`config.mk`:
```
export PLATFORM = sky130hd
export DESIGN_NAME = cbc_msg_sequencer
export DESIGN_NICKNAME = d
export VERILOG_FILES = /design/src/rtl/cbc_msg_sequencer.sv
export SDC_FILE = /design/constraint.sdc
export NUM_CORES = 1
export LEC_CHECK = 0
export BUFFER_PORTS_ARGS = -buffer_cell sky130_fd_sc_hd__buf_2
export CORE_AREA = 2 2 312 314
export CTS_BUF_LIST = sky130_fd_sc_hd__clkbuf_8
export DETAILED_ROUTE_END_ITERATION = 8
export DIE_AREA = 0 0 314 316
export GPL_TIMING_DRIVEN = 0
export HOLD_SLACK_MARGIN = 0.1
export PLACE_DENSITY = 0.36
export SYNTH_ARGS = -nofsm -noshare
export SYNTH_HDL_FRONTEND = slang
export SYNTH_SLANG_ARGS = --single-unit
```
`constraint.sdc`:
```
create_clock -name clk -period 13.4 [get_ports clk]
set_input_delay 2.01 -clock clk [delete_from_list [all_inputs] [get_ports clk]]
set_output_delay 2.01 -clock clk [all_outputs]
set_load 0.02 [all_outputs]
```
`src/rtl/cbc_msg_sequencer.sv`:
```
// -----------------------------------------------------------------------------
// cbc_msg_sequencer
// Sequences one CBC message through an external block-cipher engine. A message
// is configured with mode and IV, then its blocks are passed to the engine one
// at a time. Each result is held in a single output register until downstream
// accepts it. The block counter saturates and sets a sticky overflow flag.
//
// Ports
//   clk, reset             clock; asynchronous active-high reset
//   cfg_valid/cfg_ready    message configuration handshake (cfg_encrypt, cfg_iv)
//   s_valid/s_ready        upstream block handshake (s_data, s_last)
//   eng_*                  engine control/data (start, mode, IV, block in/out)
//   m_valid/m_ready        downstream result handshake (m_data, m_last)
//   done                   one-cycle pulse after the final result is taken
//   blk_count, ovf         saturating block counter and sticky overflow flag
//
// state   | meaning
// --------+-------------------------------------------------------------
// IDLE    | waiting for a configuration; cfg_ready high
// START   | one-cycle eng_start pulse with the latched IV
// FEED    | offer one upstream block to the engine
// WAIT    | engine result captured into the output register on exit
// DRAIN   | final result waiting for downstream; done follows acceptance
// -----------------------------------------------------------------------------
module cbc_msg_sequencer #(
    parameter int CNT_W = 16
) (
    input  logic               clk,
    input  logic               reset,
    input  logic               cfg_valid,
    output logic               cfg_ready,
    input  logic               cfg_encrypt,
    input  logic [127:0]       cfg_iv,
    input  logic               s_valid,
    output logic               s_ready,
    input  logic [127:0]       s_data,
    input  logic               s_last,
    output logic               eng_start,
    output logic               eng_encrypt_n_decrypt,
    output logic [127:0]       eng_iv,
    output logic [127:0]       eng_data_in,
    output logic               eng_data_valid,
    input  logic [127:0]       eng_data_out,
    input  logic               eng_ready,
    output logic               m_valid,
    input  logic               m_ready,
    output logic [127:0]       m_data,
    output logic               m_last,
    output logic               done,
    output logic [CNT_W-1:0]   blk_count,
    output logic               ovf
);

    typedef enum logic [2:0] {
        ST_IDLE,
        ST_START,
        ST_FEED,
        ST_WAIT,
        ST_DRAIN
    } state_t;

    state_t             state;
    state_t             state_nxt;

    logic               mode_q;
    logic [127:0]       iv_q;
    logic               last_q;
    logic [127:0]       data_q;
    logic               valid_q;
    logic               mlast_q;
    logic               done_q;
    logic [CNT_W-1:0]   cnt_q;
    logic               ovf_q;

    logic               cfg_accept;
    logic               feed_xfer;
    logic               out_xfer;
    logic               out_free;
    logic               cnt_sat;

    assign out_xfer = valid_q && m_ready;
    // The output register can take a new result if it is empty or is being
    // drained in this very cycle.
    assign out_free = !valid_q || m_ready;
    assign cnt_sat  = &cnt_q;

    always_comb begin
        state_nxt  = state;
        cfg_ready  = 1'b0;
        cfg_accept = 1'b0;
        s_ready    = 1'b0;
        feed_xfer  = 1'b0;
        eng_start  = 1'b0;
        case (state)
            ST_IDLE: begin
                cfg_ready = 1'b1;
                if (cfg_valid) begin
                    cfg_accept = 1'b1;
                    state_nxt  = ST_START;
                end
            end
            ST_START: begin
                eng_start = 1'b1;
                state_nxt = ST_FEED;
            end
            ST_FEED: begin
                s_ready   = eng_ready && out_free;
                feed_xfer = s_valid && eng_ready && out_free;
                if (feed_xfer) begin
                    state_nxt = ST_WAIT;
                end
            end
            ST_WAIT: begin
                state_nxt = last_q ? ST_DRAIN : ST_FEED;
            end
            ST_DRAIN: begin
                if (out_xfer) begin
                    state_nxt = ST_IDLE;
                end
            end
            default: begin
                state_nxt = ST_IDLE;
            end
        endcase
    end

    always_ff @(posedge clk or posedge reset) begin
        if (reset) begin
            state <= ST_IDLE;
        end else begin
            state <= state_nxt;
        end
    end

    always_ff @(posedge clk or posedge reset) begin
        if (reset) begin
            mode_q  <= 1'b0;
            iv_q    <= '0;
            last_q  <= 1'b0;
            data_q  <= '0;
            valid_q <= 1'b0;
            mlast_q <= 1'b0;
            done_q  <= 1'b0;
            cnt_q   <= '0;
            ovf_q   <= 1'b0;
        end else begin
            done_q <= (state == ST_DRAIN) && out_xfer;

            if (cfg_accept) begin
                mode_q <= cfg_encrypt;
                iv_q   <= cfg_iv;
                cnt_q  <= '0;
                ovf_q  <= 1'b0;
            end

            if (feed_xfer) begin
                last_q <= s_last;
            end

            // The register is always empty in WAIT because FEED only hands a
            // block over when it is free, so loading has no conflict with
            // an in-progress drain.
            if (state == ST_WAIT) begin
                data_q  <= eng_data_out;
                valid_q <= 1'b1;
                mlast_q <= last_q;
                if (cnt_sat) begin
                    ovf_q <= 1'b1;
                end else begin
                    cnt_q <= cnt_q + 1'b1;
                end
            end else if (out_xfer) begin
                valid_q <= 1'b0;
                mlast_q <= 1'b0;
            end
        end
    end

    assign eng_encrypt_n_decrypt = mode_q;
    assign eng_iv                = iv_q;
    assign eng_data_in           = s_data;
    assign eng_data_valid        = feed_xfer;

    assign m_valid   = valid_q;
    assign m_data    = data_q;
    assign m_last    = mlast_q;
    assign done      = done_q;
    assign blk_count = cnt_q;
    assign ovf       = ovf_q;

endmodule

```
* After elaboration in Yosys (flattened, before gate mapping)
Cells that the tools add are included.
** Cells by class
- Add/sub/neg operators :: 1
- $mul :: 0
- Divide/modulo/power cells :: 0
- Order comparisons :: 0
- Equality and inequality tests :: 7
- Shift-type cells :: 0
- Multiplexer cells :: 20
- Bitwise operators :: 0
- Reductions and logical operators :: 11
** Operators by type and width (count)
- 2-to-1 mux 16 bit :: 3
- adder 16 x 1 -> 16 bit, second input constant :: 1
- AND reduction 16 bit :: 1
- one-hot mux 3 bit (5 select lines) :: 1
- 2-to-1 mux 1 bit :: 12
- 2-to-1 mux 3 bit :: 4
- == test 3 x 2 -> 1 bit, second input constant :: 2
- inequality test 2 bit, second input constant :: 3
- logical AND 1 bit :: 5
- == test 3 x 1 -> 1 bit, second input constant :: 1
- == test 3 bit, second input constant :: 1
- logical NOT 3 bit :: 1
- AND reduction 3 bit :: 1
- nonzero test 2 bit :: 1
- logical NOT 1 bit :: 1
- logical OR 1 bit :: 1
** Storage, ports and cells
- Register bits :: 281
- Bits in latches :: 0
- RAM bits :: 0
- Bits in read-only memories :: 0
- Output and inout port bits :: 409
- Word-level logic and storage cells :: 49
- Memories kept :: 0

* Logic depth before layout (Yosys ltp)
Gate-level depths: netlist of the first run.
- Word-level depth :: 5
- Gate-level depth with buffers :: 8
- Mapped depth without buffers :: 6

* Worst setup path before layout of the first run
Ideal clock, no wire load.
- Path kind :: input -> output
- Start :: input eng_ready
- End :: output eng_data_valid
- Data arrival time :: 2.815 ns
- Setup slack :: 8.575 ns
- Stages on the path :: 4
- Buffers on the path :: 0
- Path through :: nand4bb_1 a21oi_1 nand2_1 inv_1
** On the way
- Longest elaborated chain between the ends :: 3
** RTL lines
- from (decl) :: RTL line 44 : input logic eng_ready,
- logical AND 1 bit (2 in series) :: RTL line 108 : feed_xfer = s_valid && eng_ready && out_free;
- 2-to-1 mux 1 bit :: RTL line 94 : case (state)
- to (decl) :: RTL line 42 : output logic eng_data_valid,
No other way between the ends.

* Worst setup path in the final report of the first run
Same ends and word-level chain as after synthesis.

==> impl_metrics.csv, run 1 <==
group,metric,value,unit
logic_synthesis,syn_nets,1742,
sta,final.setup.worst_slack,8.549,ns
sta,worst_pin_slew,1.083,ns
logic_synthesis,synth_top_area_share,59.59,%
min_path,holdPathStages,2,
die,initial_utilization,12.29,%
detailed_routing,wl_per_cell,14.48,µm
detailed_routing,wirelength,49.28,mm
logic_synthesis,synth-seq-cells,281,
logic_synthesis,syn_area,0.01180,mm²
logic_synthesis,ys_top_cells_by_area,"dfrtp_1, nand2_1, buf_4",
grt,grt_usage,9.494,%
detailed_routing,wl_met3,4.465,mm
grt,grt_first_pass_wirelength,70.79,mm
die,fp.dieArea,0.09922,mm²
logic_synthesis,yosysWarningCount,0,
clock_network,postCtsHoldBufs,0,
cells_and_area,syn_to_final_growth,52.24,%
logic_synthesis,yosysSeqAreaShare,59.59,%
detailed_routing,postRouteAntennaNets,0,
sta,clock_skew,0.02206,ns
cells_and_area,fin_area,0.01796,mm²
detailed_routing,avgViaCountPerCell,3.242,
sta,relSlewSlack,27.78,%
place,place.gp.congestion,0.7613,
clock_network,cts_inserted_buffers,55,
setup_path,path_common_cell,"buf_2",
logic_synthesis,syn_inst,1349,
detailed_routing,drc,0,
cells_and_area,drive_gt1_share,43.48,%
place,hpwl,38.12,mm
detailed_routing,num_vias,11034,
clock_network,h-tree-depth,2,
place,io_buffers,672,
grt,grt-ovfl-total,0,
logic_synthesis,synth_largest_area_cell,"dfrtp_1",
detailed_routing,drt_iter0_markers,446,
detailed_routing,wl_met1,19.21,mm
sta,post-route-min-period,4.851,ns
logic_synthesis,yosysUniqueCellTypes,35,
sta,rsz0062_at_grt,"no",
detailed_routing,wl_met2,24.54,mm
sta,setup_violations,0,
logic_synthesis,async_flop_share,100.0,%
grt,grt_pass1_vias,11219,
logic_synthesis,synth_edf_count,0,
pwr,ir_drop,0.05538,mV
die,io_pins,801,
grt,grt_max_degree,96,
setup_path,startpoint_type,"input port",
logic_synthesis,yosys-top-cells-count,"nand2_1, dfrtp_1, buf_4",
pwr,power.density,104.6,mW/mm²
die,fp.dieH,316,µm
setup_path,critPathCaptureType,"output pin",
clock_network,cts_buffer_depth,3,
cells_and_area,final_util,18.71,%
setup_path,cp_slowest_cell,"a21oi_1",
pwr,power.leakage,9.788,nW
outcome,status,"finished clean",
setup_path,arrival,2.84,ns
setup_path,critPathKind,"input port to output pin",
sta,hold_ws,0.4650,ns
die,die_x,314,µm
grt,antenna_found_initial,5,
setup_path,rr_worst_depth,6,
sta,drv_slew,0,
place,dp_worst_setup_slack,8.506,ns
sta,fmax,0.2061,GHz
sta,hold_violations,0,
clock_network,clk_latency,0.67,ns
die,coreArea,0.09599,mm²
logic_synthesis,yosysMostFrequentCell,"nand2_1",
setup_path,worstPathMaxFanout,3,
logic_synthesis,synth.avg_cell_area,8.747,µm²
detailed_routing,dr.pass1.iters,4,
sta,final.period_utilization,36.20,%
die,rows,114,
clock_network,cts_root_buf,"clkbuf_8",
logic_synthesis,synth_flop_cell,"dfrtp_1",
setup_path,path_cells,"buf_2 -> nand4bb_1 -> a21oi_1 -> nand2_1 -> inv_1 -> buf_2",
clock_network,ctsResizeCount,0,
clock_network,path_clk_slew,0.05,ns
detailed_routing,highest_layer,"met4",
cells_and_area,layout.nets,2473,
setup_path,critPathMaxStageDelay,0.20,ns
clock_network,clock_sinks,281,
clock_network,cts_tree,"yes",
run,cap_violations,0,
min_path,min-delay-path-class,"register to register",
place,dpl_cell_area,0.01682,mm²
setup_path,crit_required,11.39,ns
clock_network,postCtsSetupBuffers,0,
## routing by layer
layer / vias to the layer above / global-route usage [%]
li1: 5476 / -
met1: 4987 / 10.64
met2: 507 / 16.66
met3: 64 / 3.634
met4: 0 / 2.773
met5: - / 0
## per-stage QoR
| step | cells | total power [W] | setup TNS, ns |
|---|---|---|---|
| after floorplan | 1349 | 0.0009335 | 0 |
| final | 3403 | 0.001880 | 0 |
| after global placement | 3297 | 0.0009979 | -301.54 |
| after CTS | 3399 | 0.001934 | 0 |
| after detailed placement | 3299 | 0.0009998 | 0 |
| after global routing | 3399 | 0.001981 | 0 |
## sequential cells by signal, summed over array words and instances (netlist names)
signal / flops
state: 3
ovf: 1
m_valid: 1
blk_count: 16
eng_iv: 128
m_last: 1
last_q: 1
m_data: 128
eng_encrypt_n_decrypt: 1
done: 1
## report_power, final
part	internal [W]	switching [W]	total, W
Clock	0.000488	0.000410	0.000898
Combinational	0.0000656	0.0000668	0.000132
Sequential	0.000849	0	0.000849
Total	0.00140	0.000477	0.00188
## path summary, 6_finish.rpt
path | slack (ns) | endpoint | from
max | 8.55 | eng_data_valid | eng_ready
min | 0.47 | m_data[75] | m_data[75]
max reg2reg | 10.77 | eng_iv[30] | state[0]
min reg2reg | 0.47 | m_data[75] | m_data[75]
max in group asynchronous | 10.88 | m_data[93] | reset
min in group asynchronous | 1.48 | eng_iv[26] | reset
## cell usage in the layout (no fill, tap or decap), drive strengths merged
cell	n
o21ai	15
nor3b	1
and2	2
a31o	1
and3b	1
nor2	10
a21o	5
diode	4
a22o	2
nand3	10
clkinvlp	3
and4	1
or3	2
a21oi	6
clkbuf	92
nand4	1
a211oi	2
nand4bb	1
clkinv	4
inv	23
nand3b	2
and3	10
a32o	1
nor3	4
dfrtp	281
buf	848
ha	1
a31oi	3
nand2	789
mux2	2
## area by class of cell
| type | instances | area (µm²) |
|---|---|---|
| diodes | 4 | 10.01 |
| fillers | 10906 | 78030 |
| clock inverters | 26 | 113.9 |
| well taps | 1276 | 1597 |
| plain buffers | 192 | 1260 |
| repair buffers | 674 | 3418 |
| multi-input cells | 872 | 3493 |
| flip-flops and latches | 281 | 7032 |
| clock buffers | 74 | 1018 |
| inverters | 4 | 22.52 |
## critical path: cells and delay by family
kind	cells	cell delay, ns
AND/OR/NAND/NOR	2	0.28
buffers and inverters	3	0.35
AO/OA/AOI/OAI	1	0.20
## cell families after synthesis
logic type               after synthesis  synth area share, %
adder cells (fa/ha/maj)                1               0.1060
multiplexers                           2               0.2226
buffers and inverters                196                10.80
AO/OA/AOI/OAI                         35                1.909
AND/OR/NAND/NOR                      834                27.37
flip-flops                           281                59.59
Note: power is estimated with default switching activity, not from simulation.
==> inputs of run 2 (changes only) <==
--- a/config.mk
+++ b/config.mk
@@ -12,7 +12,7 @@
 export DIE_AREA = 0 0 314 316
 export GPL_TIMING_DRIVEN = 0
 export HOLD_SLACK_MARGIN = 0.1
-export PLACE_DENSITY = 0.36
+export PLACE_DENSITY = 0.37
 export SYNTH_ARGS = -nofsm -noshare
 export SYNTH_HDL_FRONTEND = slang
 export SYNTH_SLANG_ARGS = --single-unit
==> constraint.sdc (replaced) <==
create_clock -name clk -period 4.1 [get_ports clk]
set_input_delay 0.615 -clock clk [delete_from_list [all_inputs] [get_ports clk]]
set_output_delay 0.615 -clock clk [all_outputs]
set_load 0.02 [all_outputs]
==> run 2 against run 1 <==
Effect of this change: critical path depth decreased by 1; first-iteration DRC count is 2.2% lower; clock skew grew 0.0012 ns; cell area grew 15%; flip-flop and latch count unchanged; clock power increased to 3.3 times the previous value; sequential share of layout area is 5.1 points lower; worst setup slack worse by 7.1 ns; clock-buffer cell count is the same; non-clock buffer count rose by 260; sequential power rose to 3.3 times the previous value; via count grew 9.2%; critical path type is now register to output pin; critical endpoint unchanged; largest cell class is now non-clock buffers; highest routed layer is now met5.
==> impl_metrics.csv, run 2 (synthesis results as in run 1) <==
group,metric,value,unit
setup_path,rrSetupSlack,1.56,ns
pwr,power.density,309.2,mW/mm²
detailed_routing,drc,0,
die,die_x,314,µm
setup_path,critPathMaxStageDelay,0.46,ns
clock_network,cts_tree,"yes",
run,cap_violations,0,
detailed_routing,postRouteAntennaNets,0,
clock_network,h-tree-depth,2,
detailed_routing,avgViaCountPerCell,3.291,
cells_and_area,layout.nets,2736,
cells_and_area,fillers,10748,
cells_and_area,syn_to_final_growth,74.81,%
clock_network,ctsResizeCount,0,
sta,hold_violations,0,
detailed_routing,drt_iter0_markers,436,
sta,clock_skew,0.02327,ns
die,fp.dieH,316,µm
clock_network,cts_buffer_depth,3,
cells_and_area,fin_cells,3661,
sta,relSlewSlack,22.27,%
setup_path,critPathCaptureType,"output pin",
cells_and_area,final_common_cell,"nand2_1",
sta,final.period_utilization,65.66,%
sta,rsz0062_at_grt,"no",
setup_path,arrival,2.08,ns
cells_and_area,final_cell_mix,"nand2_1, buf_2, dfrtp_1",
place,place.gp.congestion,0.7572,
die,coreArea,0.09599,mm²
pwr,power.leakage,10.90,nW
pwr,ir_drop,0.1680,mV
clock_network,clk_latency,0.67,ns
sta,setup_violations,0,
detailed_routing,num_vias,12048,
setup_path,crit_required,3.48,ns
grt,grt-ovfl-total,0,
setup_path,path_buf_inv,2,
clock_network,cts_inserted_buffers,58,
setup_path,worstPathMaxFanout,8,
die,rows,114,
sta,drv_slew,0,
place,hpwl,38.36,mm
sta,post-route-min-period,2.692,ns
min_path,min-delay-path-class,"input port to register",
place,dp_cells,3306,
outcome,status,"finished clean",
setup_path,path_cells,"nand4bb_1 -> a21oi_1 -> nand2_1 -> inv_1 -> buf_2",
cells_and_area,antennaDiodeCount,0,
clock_network,postCtsSetupBuffers,0,
grt,grt_max_degree,36,
setup_path,critPathKind,"register to output pin",
detailed_routing,wl_per_cell,13.73,µm
place,io_buffers,672,
detailed_routing,wirelength,50.28,mm
clock_network,path_clk_slew,0.05,ns
die,io_pins,801,
detailed_routing,dr.pass1.iters,4,
cells_and_area,drive_gt1_share,39.16,%
grt,grt_usage,9.647,%
grt,grt_pass1_vias,12327,
sta,tns,0,ns
grt,antenna_found_initial,3,
setup_path,cp_slowest_cell,"dfrtp_1",
sta,worst_pin_slew,1.166,ns
clock_network,cts_root_buf,"clkbuf_8",
die,fp.dieArea,0.09922,mm²
setup_path,startpoint_type,"register",
setup_path,critPathTopFamily,"flip-flops",
die,initial_utilization,12.29,%
sta,fmax,0.3714,GHz
clock_network,clock_sinks,281,
grt,grt_first_pass_wirelength,73.19,mm
## run 2: changes by cell type in the layout (fill, tap and decap cells not counted), moves of 2 or more
cell and delta:
buf_12 +9, clkinvlp_4 +2, dlygate4sd3_1 +253, inv_1 -2, buf_16 -2, diode_2 -4, clkinv_2 +2
## run 2: layer usage
| layer | GRT usage (%) | vias to the layer above | share of wire [%] |
|---|---|---|---|
| li1 | - | 5998 | - |
| met1 | 10.87 | 5494 | 39 |
| met2 | 17.10 | 488 | 50 |
| met3 | 3.509 | 64 | 8.5 |
| met4 | 2.588 | 4 | 1.8 |
| met5 | 0 | - | 0.054 |
## run 2: power by group
part	internal, W	switching [W]
clock	0.00161	0.00136
sequential	0.00278	0
combinational	0.000383	0.000257
## run 2: final cells by class
type / count / area [µm²] / share of cell area [%]
clock inverter: 28 / 132.6 / 0.6430
clock buffer: 74 / 1018 / 4.938
timing repair buffer: 934 / 6076 / 29.46
sequential: 281 / 7032 / 34.09
multi-input combinational: 872 / 3493 / 16.94
inverter: 4 / 18.77 / 0.09099
tap: 1276 / 1597 / 7.740
buffer: 192 / 1260 / 6.108
## run 2: stage by stage
stage	hold slack, ns	total power [W]	cell area [µm²]	worst slack, ns	utilization, %
3_5_place_dp	0.4563	0.003279	16940	1.394	17.65
5_1_grt	0.1368	0.006724	20630	1.239	21.49
6_report	0.1990	0.006378	20630	1.408	21.49
3_3_place_gp	0.4538	0.003259	16760	-2.784	17.46
4_1_cts	0.1090	0.006551	20630	1.290	21.49
2_1_floorplan	0.4672	0.003052	11800	-0.2363	-
## run 2: tightest hold or removal path: cells and delay by family
| family | cells | cell delay, ns |
|---|---|---|
| and+or+nand+nor | 2 | 0.14 |
| buffers and inverters | 1 | 0.08 |
## run 2: worst paths after layout
| kind | startpoint | endpoint | cells after the start |
|---|---|---|---|
| hold reg to reg | m_data[105] | m_data[105] | 2 |
| setup / recovery | state[2] | eng_data_valid | 5 |
| setup reg to reg | state[2] | m_data[12] | 6 |
| min in group asynchronous | reset | eng_iv[10] | 3 |
| hold / removal | eng_data_out[47] | m_data[47] | 3 |
| max in group asynchronous | reset | m_data[16] | 8 |
## run 2: what timing repair did
item | 4_1_cts | 5_1_grt
hold buffers | 253 | 0
hold endpoints to repair | 271 | 0
setup endpoints to repair | 0 | 0
